===== src/rtl/clef_blitter_if.sv =====
// Bus bundle for clef_blitter: draw request/status, sprite ROM port and framebuffer write port.
// Framebuffer handshake: a write completes on a rising clock edge where fb_we=1 and fb_ready=1;
// while fb_we=1 and fb_ready=0 the writer holds fb_we/fb_addr/fb_wdata stable until accepted.
interface clef_blitter_if;
    logic        start;
    logic [9:0]  x0;
    logic [8:0]  y0;
    logic        busy;
    logic        done;
    logic [13:0] rom_addr;
    logic        rom_data;
    logic        fb_we;
    logic [18:0] fb_addr;
    logic        fb_wdata;
    logic        fb_ready;

    modport slave (
        input  start, x0, y0, rom_data, fb_ready,
        output busy, done, rom_addr, fb_we, fb_addr, fb_wdata
    );

    modport master (
        output start, x0, y0, rom_data, fb_ready,
        input  busy, done, rom_addr, fb_we, fb_addr, fb_wdata
    );
endinterface


===== src/rtl/clef_blitter.sv =====
// Sprite blitter: streams a SPRITE_W x SPRITE_H 1-bit sprite from ROM into the framebuffer at (x0,y0).
// Optional macro TRANSPARENT_EN: only set pixels are written; zero pixels are skipped.
module clef_blitter #(
    parameter int SPRITE_W = 40,
    parameter int SPRITE_H = 80,
    parameter int FB_W     = 640,
    parameter int FB_H     = 480,
    parameter int ROM_LAT  = 2
) (
    input  logic         clk,
    input  logic         reset,
    clef_blitter_if.slave bus,
    output logic [1:0]   fsm_state,
    output logic [11:0]  clip_count
);
    localparam int ROWW   = $clog2(SPRITE_H);
    localparam int COLW   = $clog2(SPRITE_W);
    localparam int FIFO_D = ROM_LAT + 1;
    localparam int PW     = $clog2(FIFO_D);
    localparam int CNTW   = $clog2(FIFO_D + 1);

    typedef enum logic [1:0] {S_IDLE, S_ISSUE, S_DRAIN, S_DONE} state_t;
    state_t state, state_nxt;

    logic [9:0]      x0_q;
    logic [8:0]      y0_q;
    logic [ROWW-1:0] row;
    logic [COLW-1:0] col;
    logic [13:0]     rom_addr_q;
    logic [11:0]     clip_q;

    logic            issue, last_issue, accept;

    logic            tag_v   [ROM_LAT];
    logic [ROWW-1:0] tag_row [ROM_LAT];
    logic [COLW-1:0] tag_col [ROM_LAT];
    logic            tags_busy;

    logic            ret_v, ret_wr, ret_pix, clipped;
    logic [10:0]     xs;
    logic [9:0]      ys;
    logic [18:0]     ret_addr;

    logic [19:0]     fifo_mem [FIFO_D];
    logic [PW-1:0]   rd_ptr, wr_ptr;
    logic [CNTW-1:0] fifo_cnt;
    logic            fifo_empty, out_free, push, pop;

    logic            fb_we_q, fb_wdata_q;
    logic [18:0]     fb_addr_q;

    function automatic logic [PW-1:0] ptr_inc(input logic [PW-1:0] p);
        return (p == PW'(FIFO_D - 1)) ? '0 : p + 1'b1;
    endfunction

    // Address issue pauses whenever the framebuffer stalls; in-flight returns land in the FIFO.
    assign accept     = (state == S_IDLE) && bus.start;
    assign issue      = (state == S_ISSUE) && bus.fb_ready;
    assign last_issue = issue && (row == ROWW'(SPRITE_H - 1)) && (col == COLW'(SPRITE_W - 1));

    always_ff @(posedge clk or posedge reset) begin
        if (reset) begin
            x0_q       <= '0;
            y0_q       <= '0;
            row        <= '0;
            col        <= '0;
            rom_addr_q <= '0;
        end else if (accept) begin
            x0_q       <= bus.x0;
            y0_q       <= bus.y0;
            row        <= '0;
            col        <= '0;
            rom_addr_q <= '0;
        end else if (issue && !last_issue) begin
            rom_addr_q <= rom_addr_q + 14'd1;
            if (col == COLW'(SPRITE_W - 1)) begin
                col <= '0;
                row <= row + 1'b1;
            end else begin
                col <= col + 1'b1;
            end
        end
    end

    // Each issued address carries its (row,col) alongside the ROM pipeline.
    always_ff @(posedge clk or posedge reset) begin
        if (reset) begin
            for (int i = 0; i < ROM_LAT; i++) begin
                tag_v[i]   <= 1'b0;
                tag_row[i] <= '0;
                tag_col[i] <= '0;
            end
        end else begin
            tag_v[0]   <= issue;
            tag_row[0] <= row;
            tag_col[0] <= col;
            for (int i = 1; i < ROM_LAT; i++) begin
                tag_v[i]   <= tag_v[i-1];
                tag_row[i] <= tag_row[i-1];
                tag_col[i] <= tag_col[i-1];
            end
        end
    end

    always_comb begin
        tags_busy = 1'b0;
        for (int i = 0; i < ROM_LAT; i++) tags_busy = tags_busy | tag_v[i];
    end

    always_comb begin
        ret_v    = tag_v[ROM_LAT-1];
        xs       = {1'b0, x0_q} + 11'(tag_col[ROM_LAT-1]);
        ys       = {1'b0, y0_q} + 10'(tag_row[ROM_LAT-1]);
        clipped  = (xs >= 11'(FB_W)) || (ys >= 10'(FB_H));
        ret_addr = 19'(ys) * 19'(FB_W) + 19'(xs);
`ifdef TRANSPARENT_EN
        ret_wr   = ret_v && !clipped && bus.rom_data;
        ret_pix  = 1'b1;
`else
        ret_wr   = ret_v && !clipped;
        ret_pix  = bus.rom_data;
`endif
    end

    always_ff @(posedge clk or posedge reset) begin
        if (reset)               clip_q <= '0;
        else if (accept)         clip_q <= '0;
        else if (ret_v && clipped) clip_q <= clip_q + 12'd1;
    end

    // Output register refills from the FIFO head first so ordering survives a stall.
    assign fifo_empty = (fifo_cnt == '0);
    assign out_free   = !fb_we_q || bus.fb_ready;
    assign pop        = out_free && !fifo_empty;
    assign push       = ret_wr && !(out_free && fifo_empty);

    always_ff @(posedge clk) begin
        if (push) fifo_mem[wr_ptr] <= {ret_addr, ret_pix};
    end

    always_ff @(posedge clk or posedge reset) begin
        if (reset) begin
            rd_ptr   <= '0;
            wr_ptr   <= '0;
            fifo_cnt <= '0;
        end else begin
            if (push) wr_ptr <= ptr_inc(wr_ptr);
            if (pop)  rd_ptr <= ptr_inc(rd_ptr);
            fifo_cnt <= fifo_cnt + CNTW'(push) - CNTW'(pop);
        end
    end

    always_ff @(posedge clk or posedge reset) begin
        if (reset) begin
            fb_we_q    <= 1'b0;
            fb_addr_q  <= '0;
            fb_wdata_q <= 1'b0;
        end else if (out_free) begin
            if (!fifo_empty) begin
                fb_we_q                 <= 1'b1;
                {fb_addr_q, fb_wdata_q} <= fifo_mem[rd_ptr];
            end else if (ret_wr) begin
                fb_we_q    <= 1'b1;
                fb_addr_q  <= ret_addr;
                fb_wdata_q <= ret_pix;
            end else begin
                fb_we_q    <= 1'b0;
            end
        end
    end

    always_ff @(posedge clk or posedge reset) begin
        if (reset) state <= S_IDLE;
        else       state <= state_nxt;
    end

    always_comb begin
        state_nxt = state;
        case (state)
            S_IDLE:  if (bus.start) state_nxt = S_ISSUE;
            S_ISSUE: if (last_issue) state_nxt = S_DRAIN;
            S_DRAIN: if (!tags_busy && fifo_empty && out_free) state_nxt = S_DONE;
            S_DONE:  state_nxt = S_IDLE;
            default: state_nxt = S_IDLE;
        endcase
    end

    assign bus.busy     = (state == S_ISSUE) || (state == S_DRAIN);
    assign bus.done     = (state == S_DONE);
    assign bus.rom_addr = rom_addr_q;
    assign bus.fb_we    = fb_we_q;
    assign bus.fb_addr  = fb_addr_q;
    assign bus.fb_wdata = fb_wdata_q;
    assign fsm_state    = state;
    assign clip_count   = clip_q;
endmodule


===== src/flat_wrapper.sv =====
// flat-port wrapper written by rule: the top's interface ports become plain ports
module clef_blitter_flat 
#(
    parameter int SPRITE_W = 40,
    parameter int SPRITE_H = 80,
    parameter int FB_W     = 640,
    parameter int FB_H     = 480,
    parameter int ROM_LAT  = 2
)
  (clk, reset, fsm_state, clip_count, bus_start, bus_x0, bus_y0, bus_rom_data, bus_fb_ready, bus_busy, bus_done, bus_rom_addr, bus_fb_we, bus_fb_addr, bus_fb_wdata);
  clef_blitter_if bus_i ();
  input  logic clk;
  input  logic reset;
  output logic [1:0] fsm_state;
  output logic [11:0] clip_count;
  input wire logic [$bits(bus_i.start)-1:0] bus_start;
  input wire logic [$bits(bus_i.x0)-1:0] bus_x0;
  input wire logic [$bits(bus_i.y0)-1:0] bus_y0;
  input wire logic [$bits(bus_i.rom_data)-1:0] bus_rom_data;
  input wire logic [$bits(bus_i.fb_ready)-1:0] bus_fb_ready;
  output wire logic [$bits(bus_i.busy)-1:0] bus_busy;
  output wire logic [$bits(bus_i.done)-1:0] bus_done;
  output wire logic [$bits(bus_i.rom_addr)-1:0] bus_rom_addr;
  output wire logic [$bits(bus_i.fb_we)-1:0] bus_fb_we;
  output wire logic [$bits(bus_i.fb_addr)-1:0] bus_fb_addr;
  output wire logic [$bits(bus_i.fb_wdata)-1:0] bus_fb_wdata;
  assign bus_i.start = bus_start;
  assign bus_i.x0 = bus_x0;
  assign bus_i.y0 = bus_y0;
  assign bus_i.rom_data = bus_rom_data;
  assign bus_i.fb_ready = bus_fb_ready;
  assign bus_busy = bus_i.busy;
  assign bus_done = bus_i.done;
  assign bus_rom_addr = bus_i.rom_addr;
  assign bus_fb_we = bus_i.fb_we;
  assign bus_fb_addr = bus_i.fb_addr;
  assign bus_fb_wdata = bus_i.fb_wdata;
  clef_blitter #(.SPRITE_W(SPRITE_W), .SPRITE_H(SPRITE_H), .FB_W(FB_W), .FB_H(FB_H), .ROM_LAT(ROM_LAT)) u_core (.clk(clk), .reset(reset), .bus(bus_i), .fsm_state(fsm_state), .clip_count(clip_count));
endmodule

===== config.mk =====
export PLATFORM = sky130hd
export DESIGN_NAME = clef_blitter_flat
export DESIGN_NICKNAME = d
export VERILOG_FILES = /design/src/rtl/clef_blitter_if.sv /design/src/rtl/clef_blitter.sv /design/src/flat_wrapper.sv
export SDC_FILE = /design/constraint.sdc
export NUM_CORES = 1
export LEC_CHECK = 0
export ABC_AREA = 1
export CAP_MARGIN = 20
export CORE_AREA = 5 5 196 198
export CTS_BUF_LIST = sky130_fd_sc_hd__clkbuf_16
export DETAILED_ROUTE_END_ITERATION = 12
export DIE_AREA = 0 0 201 203
export GPL_TIMING_DRIVEN = 1
export PLACE_DENSITY = 0.46
export SLEW_MARGIN = 20
export SYNTH_ARGS = -nofsm -noshare
export SYNTH_HDL_FRONTEND = slang
export SYNTH_SLANG_ARGS = --single-unit

===== constraint.sdc =====
create_clock -name clk -period 3.7 [get_ports clk]
set_input_delay 0.37 -clock clk [delete_from_list [all_inputs] [get_ports clk]]
set_output_delay 0.37 -clock clk [all_outputs]
set_load 0.02 [all_outputs]

Word level (Yosys, flattened, before mapping)

Memory sizes are Yosys's and may differ from the RTL's.
Cells that the tools add are included.
Widths: inputs -> output; s select.

Flip-flop bits (word level): 115
Latch bits: 0
Memory bits (writable): 60
Memory bits (read-only): 0
Input port bits: 24
Output and inout port bits: 51
Word-level logic and storage cells: 99
Memories: 1

Memories:

| name            | words | bits a word | rd ports | clocked after Yosys merged registers in | write ports | line               | source |
|---|---|---|---|---|---|---|---|
| u_core.fifo_mem | 3     | 20          | 1        | 0                                       | 1           | clef_blitter.sv:44 | `logic [19:0] fifo_mem [FIFO_D];` |

Add/sub/neg operators: 11
Multiply operators: 1
Div/mod/pow operators: 0
Magnitude comparators: 2
Eq/ne operators: 11
Shift-type cells: 0
Multiplexer cells: 24
Bitwise gates (word level): 1
Reduce and logical (&&, ||, !) cells: 29

Operators with widths:

| operator              | number |
|---|---|
| $mux 19               | 2 |
| $mux 14               | 2 |
| $mux 12               | 2 |
| $mux 7                | 3 |
| $add 19x11->19        | 1 |
| $mux 6                | 3 |
| $add 14x1->14 const B | 1 |
| $add 12x1->12 const B | 1 |
| $logic_and 1x1->1     | 12 |
| $mul 10x3->12 const B | 1 |
| $add 10x6->11         | 1 |
| $ge 11x10->1 const B  | 1 |
| $add 9x7->10          | 1 |
| $ge 10x9->1 const B   | 1 |
| $mux 2                | 5 |
| $eq 2x2->1 const B    | 4 |
| $pmux 2 s4            | 1 |
| $add 7x1->7 const B   | 1 |
| $eq 7x7->1 const B    | 1 |
| $add 6x1->6 const B   | 1 |
| $eq 6x6->1 const B    | 1 |
| $logic_not 1->1       | 6 |
| $mux 1                | 6 |
| $ne 2x1->1 const B    | 3 |
| other kinds (11)      | 18 |

Logic depth before layout (Yosys ltp)

Word-level depth: 8
Gate-level depth with buffers: 26
Mapped depth without buffers: 26

Least setup slack after synthesis

OpenSTA, ideal clock, no wires.

Path type: reg-to-reg
From: reg u_core.y0_q[0]
To: mem u_core.fifo_mem[0][19], data pin
Library setup time: 0.261 ns
Data arrival time: 3.231 ns
Setup slack: 0.209 ns
Cell stages (with the launch flop): 18
Buffers on the path: 0
Cell sequence: dfrtp_1 > ha_1 > fa_1 > nand2_1 > nand2_1 > xnor2_1 > xor2_1 > inv_1 > fa_1 > nor2_1 > nand3b_1 > nand3_1 > nand2_1 > nor2_1 > nand2_1 > nor2_1 > nand3_1 > and2_1

Word-level cells in the longest chain between the ends: 3

RTL lines:

| element                 | line                | source |
|---|---|---|
| from (decl)             | clef_blitter.sv:26  | `logic [8:0] y0_q;` |
| from (signal assigned)  | clef_blitter.sv:70  | `y0_q <= bus.y0;` |
| $add 9x7->10            | clef_blitter.sv:113 | `ys = {1'b0, y0_q} + 10'(tag_row[ROM_LAT-1]);` |
| $mul 10x3->12           | clef_blitter.sv:115 | `ret_addr = 19'(ys) * 19'(FB_W) + 19'(xs);` |
| $add 19x11->19          | clef_blitter.sv:115 |  |
| net u_core.ret_addr[18] | clef_blitter.sv:42  | `logic [18:0] ret_addr;` |
| to (decl)               | clef_blitter.sv:44  |  |

The timed path passes the listed nets, and every way through them passes these cells.

Final worst setup path

From: reg u_core.y0_q[1]
To: reg u_core.fb_addr_q[14], in the netlist u_core.bus.fb_addr[14]

Elaborated cells on any way between the ends: 11

RTL lines:

| element                 | line                | source |
|---|---|---|
| $add 9x7->10            | clef_blitter.sv:113 |  |
| $mul 10x3->12           | clef_blitter.sv:115 |  |
| $add 19x11->19          | clef_blitter.sv:115 |  |
| net u_core.ret_addr[14] | clef_blitter.sv:42  |  |
| $mux 19                 | clef_blitter.sv:162 | `end else if (ret_wr) begin` |
| $mux 19                 | clef_blitter.sv:159 | `if (!fifo_empty) begin` |
| to (signal assigned)    | clef_blitter.sv:161 | `{fb_addr_q, fb_wdata_q} <= fifo_mem[rd_ptr];` |
| to (signal assigned)    | clef_blitter.sv:164 | `fb_addr_q <= ret_addr;` |
| to (decl)               | clef_blitter.sv:50  | `logic [18:0] fb_addr_q;` |

The timed path passes the listed nets, and every way through them passes these cells. The select of a mux whose other input is x is not followed.
A chain may end at the register's enable or synchronous reset.

==> flow_summary.yaml <==
status:
  status: "completed"
placement:
  portBuffers: 74
  gp_congestion: 0.7407
  post-place-ws_ps: 21.25
  hpwl_um: 15210
die:
  die-area_mm2: 0.04080
  std_cell_rows: 70
  core_mm2: 0.03635
  die_w_um: 201
  die_y_um: 203
  start_util: 0.2463
  pin_count: 75
synth:
  synth.most_common_cell: "nand2_1"
  ys_seq_area_frac: 0.5228
  synth_cell_type_count: 48
  synth_area_leaders: "dfrtp_1, edfxtp_1, nand2_1, ha_1, inv_1"
  synth_ff_type: "dfrtp_1"
  synthesis.area_mm2: 0.008951
  yosys_warnings: 0
  yosys.area.top_type: "dfrtp_1"
  avgSynthCellArea_um2: 8.827
  synth_top_area_frac: 0.3215
  syn_inst: 1014
  synth_nets: 1081
  ys_top_cells_by_count: "nand2_1, dfrtp_1, inv_1"
  synth_edf_count: 60
  async_flop_share: 0.6571
  ys_ff_latch: 175
pwr:
  ir_worst_vdd_mv: 0.3710
  powerDensity_mw_per_mm2: 855.8
  leakage_nw: 5.010
final_layout:
  antennaDiodeCount: 0
  syn2layout_area_growth_pct: 21.92
  post_route_cells_drive_above_1_share: 0.07117
  fin_nets: 1164
clocking:
  ctsHtreeMaxLevel: 4
  clkSlewWorstSetupHoldPaths_ps: 70
  cts.path.max_buffers: 2
  ctsRootBufferMaster: "clkbuf_16"
  numCtsBuffers: 17
  clock-sinks: 175
  cts_tree: "yes"
  clkLatencyLatePin_ps: 430
sta:
  hold_violations: 0
  finalMaxSlewViolations: 0
  fmax_mhz: 288.4
  finalCritPeriodShare: 0.9370
  fin_worst_skew_ps: 13.56
  finalCriticalPeriod_ps: 3467
  tightest_slew_ps: 938.3
  rsz0062_at_grt: "no"
  maxSlewHeadroom: 0.3745
  tns_ps: 0
  setup_viol: 0
  holdWs_ps: 303.4
  setup_slack_ps: 233.1
flow_run:
  cap_violations: 0
global_route:
  grt_max_degree: 88
  first_global_vias: 6641
  grt_pass1_wl_um: 35710
  track_usage: 0.1074
  antenna_found_initial: 0
  grt-ovfl-total: 0
worst_setup_path:
  cp_cell_sequence: "ha_1, nand3_1, nand3_1, xor2_1, inv_1, ha_1, ha_2, inv_1, fa_2, nor2_2, nand3b_1, nand3_2, nand2_1, nor2_2, buf_4, xnor2_1, nand2_1, o21ai_0, nand3_1, nand2_1"
  arrival_ps: 3830
  critPathBufInv: 3
  slowest_delay_ps: 560
  reg2reg_slack_ps: 230
  crit_path_end_kind: "register"
  crit_fanout: 4
  crit_required_ps: 4070
  criticalPathCategory: "reg -> reg"
  cp-start-kind: "register"
  critical-path-top-delay-family: "adder cells"
  cpMaxStageDelayCell: "fa_2"
routing:
  drc: 0
  routed_via_density: 4.238
  drt_iter0_drc: 360
  wl_per_cell_um: 13.66
  drt-total-wl_um: 21560
  first_pass_iters: 5
  final_antenna_net_count: 0
  vias: 6687
worst_hold_path:
  hp-class: "in -> async"
-- stage by stage --
step,cells,instance area (µm²),utilization,power (mW)
2_1_floorplan,1014,8951,-,6.261
3_3_place_gp,1543,10260,0.2823,7.575
3_5_place_dp,1543,10260,0.2823,7.629
4_1_cts,1575,10810,0.2975,9.368
5_1_grt,1578,10910,0.3002,10.23
6_report,1578,10910,0.3002,9.340
-- where the power goes --
group          leakage [nW]  internal, mW  switching (mW)
logic                  2.69          1.65            2.89
clock network         0.277         0.951           0.742
registers              2.04          2.80           0.306
-- sequential cells by signal, indices dropped and copies added (netlist names), 6 cells and up --
register and flops:
u_core.tag_col 12, u_core.fifo_mem 60, u_core.tag_row 14, u_core.bus.fb_addr 19, u_core.row 7, u_core.y0_q 9
u_core.col 6, u_core.clip_count 12, u_core.x0_q 10, u_core.bus.rom_addr 14
-- placed cells by master (no fill, tap or decap), types with 3 or more instances in the layout --
master and instances:
a21oi_1 30, xor2_1 23, clkinvlp_4 3, and2_1 4
a21oi_2 3, xnor2_1 8, dfrtp_1 115, nand2_1 320
nor2_2 7, o31ai_1 6, a31oi_1 11, buf_4 15
nand4_1 17, nand3b_1 8, a22oi_1 6, nor4_1 4
edfxtp_1 60, clkbuf_16 18, clkdlybuf4s50_1 74, a32oi_1 3
nand2_4 4, nand2_2 4, nand3_1 74, o21ai_0 26
ha_1 36, nor3_1 12, nand3_2 3, nor2_1 60
inv_1 117
-- cell type report --
cell class / instances / area, µm²
Tap cell: 468 / 585.6
Timing Repair Buffer: 90 / 873.3
Sequential cell: 175 / 4679
Clock inverter: 14 / 102.6
Clock buffer: 18 / 450.4
Multi-Input combinational cell: 697 / 3784
Inverter: 116 / 437.9
Fill cell: 3823 / 25430
-- routing by layer --
layer | vias to the layer above | global-route usage | share of wire
met5 | - | 0 | 0
met4 | 0 | 0.02139 | 0.0073
met3 | 11 | 0.02476 | 0.037
met2 | 105 | 0.1717 | 0.45
met1 | 3100 | 0.1503 | 0.51
li1 | 3471 | - | -
-- repair_timing --
| action | 4_1_cts | 5_1_grt |
|---|---|---|
| buffers inserted | 0 | 3 |
| resized for setup | 0 | 21 |
| hold buffers | 0 | 0 |
| endpoints found under the hold margin | 0 | 0 |
| endpoints found under the setup margin | 0 | 17 |
-- worst paths after layout --
kind                                              startpoint                                  to  cells after the start
worst max-delay path              u_core.y0_q[1]$_DFFE_PP0P_  u_core.bus.fb_addr[14]$_DFFE_PP0P_                     20
worst min-delay path                                   reset        u_core.fifo_cnt[1]$_DFF_PP0_                      2
worst max register to register    u_core.y0_q[1]$_DFFE_PP0P_  u_core.bus.fb_addr[14]$_DFFE_PP0P_                     20
worst min register to register  u_core.tag_row[13]$_DFF_PP0_         u_core.tag_row[6]$_DFF_PP0_                      0
max in group asynchronous                              reset          u_core.y0_q[8]$_DFFE_PP0P_                      3
min in group clk                u_core.tag_row[13]$_DFF_PP0_         u_core.tag_row[6]$_DFF_PP0_                      0
-- cell families after synthesis --
group                      share of synthesized area
adders and majority gates                    0.06346
and+or+nand+nor                               0.2543
xor gates and xnor gates                     0.03229
AOI/OAI and AO/OA                            0.06374
buffers and inverters                        0.06346
DFF                                           0.5228
(Power assumes the default switching activity.)
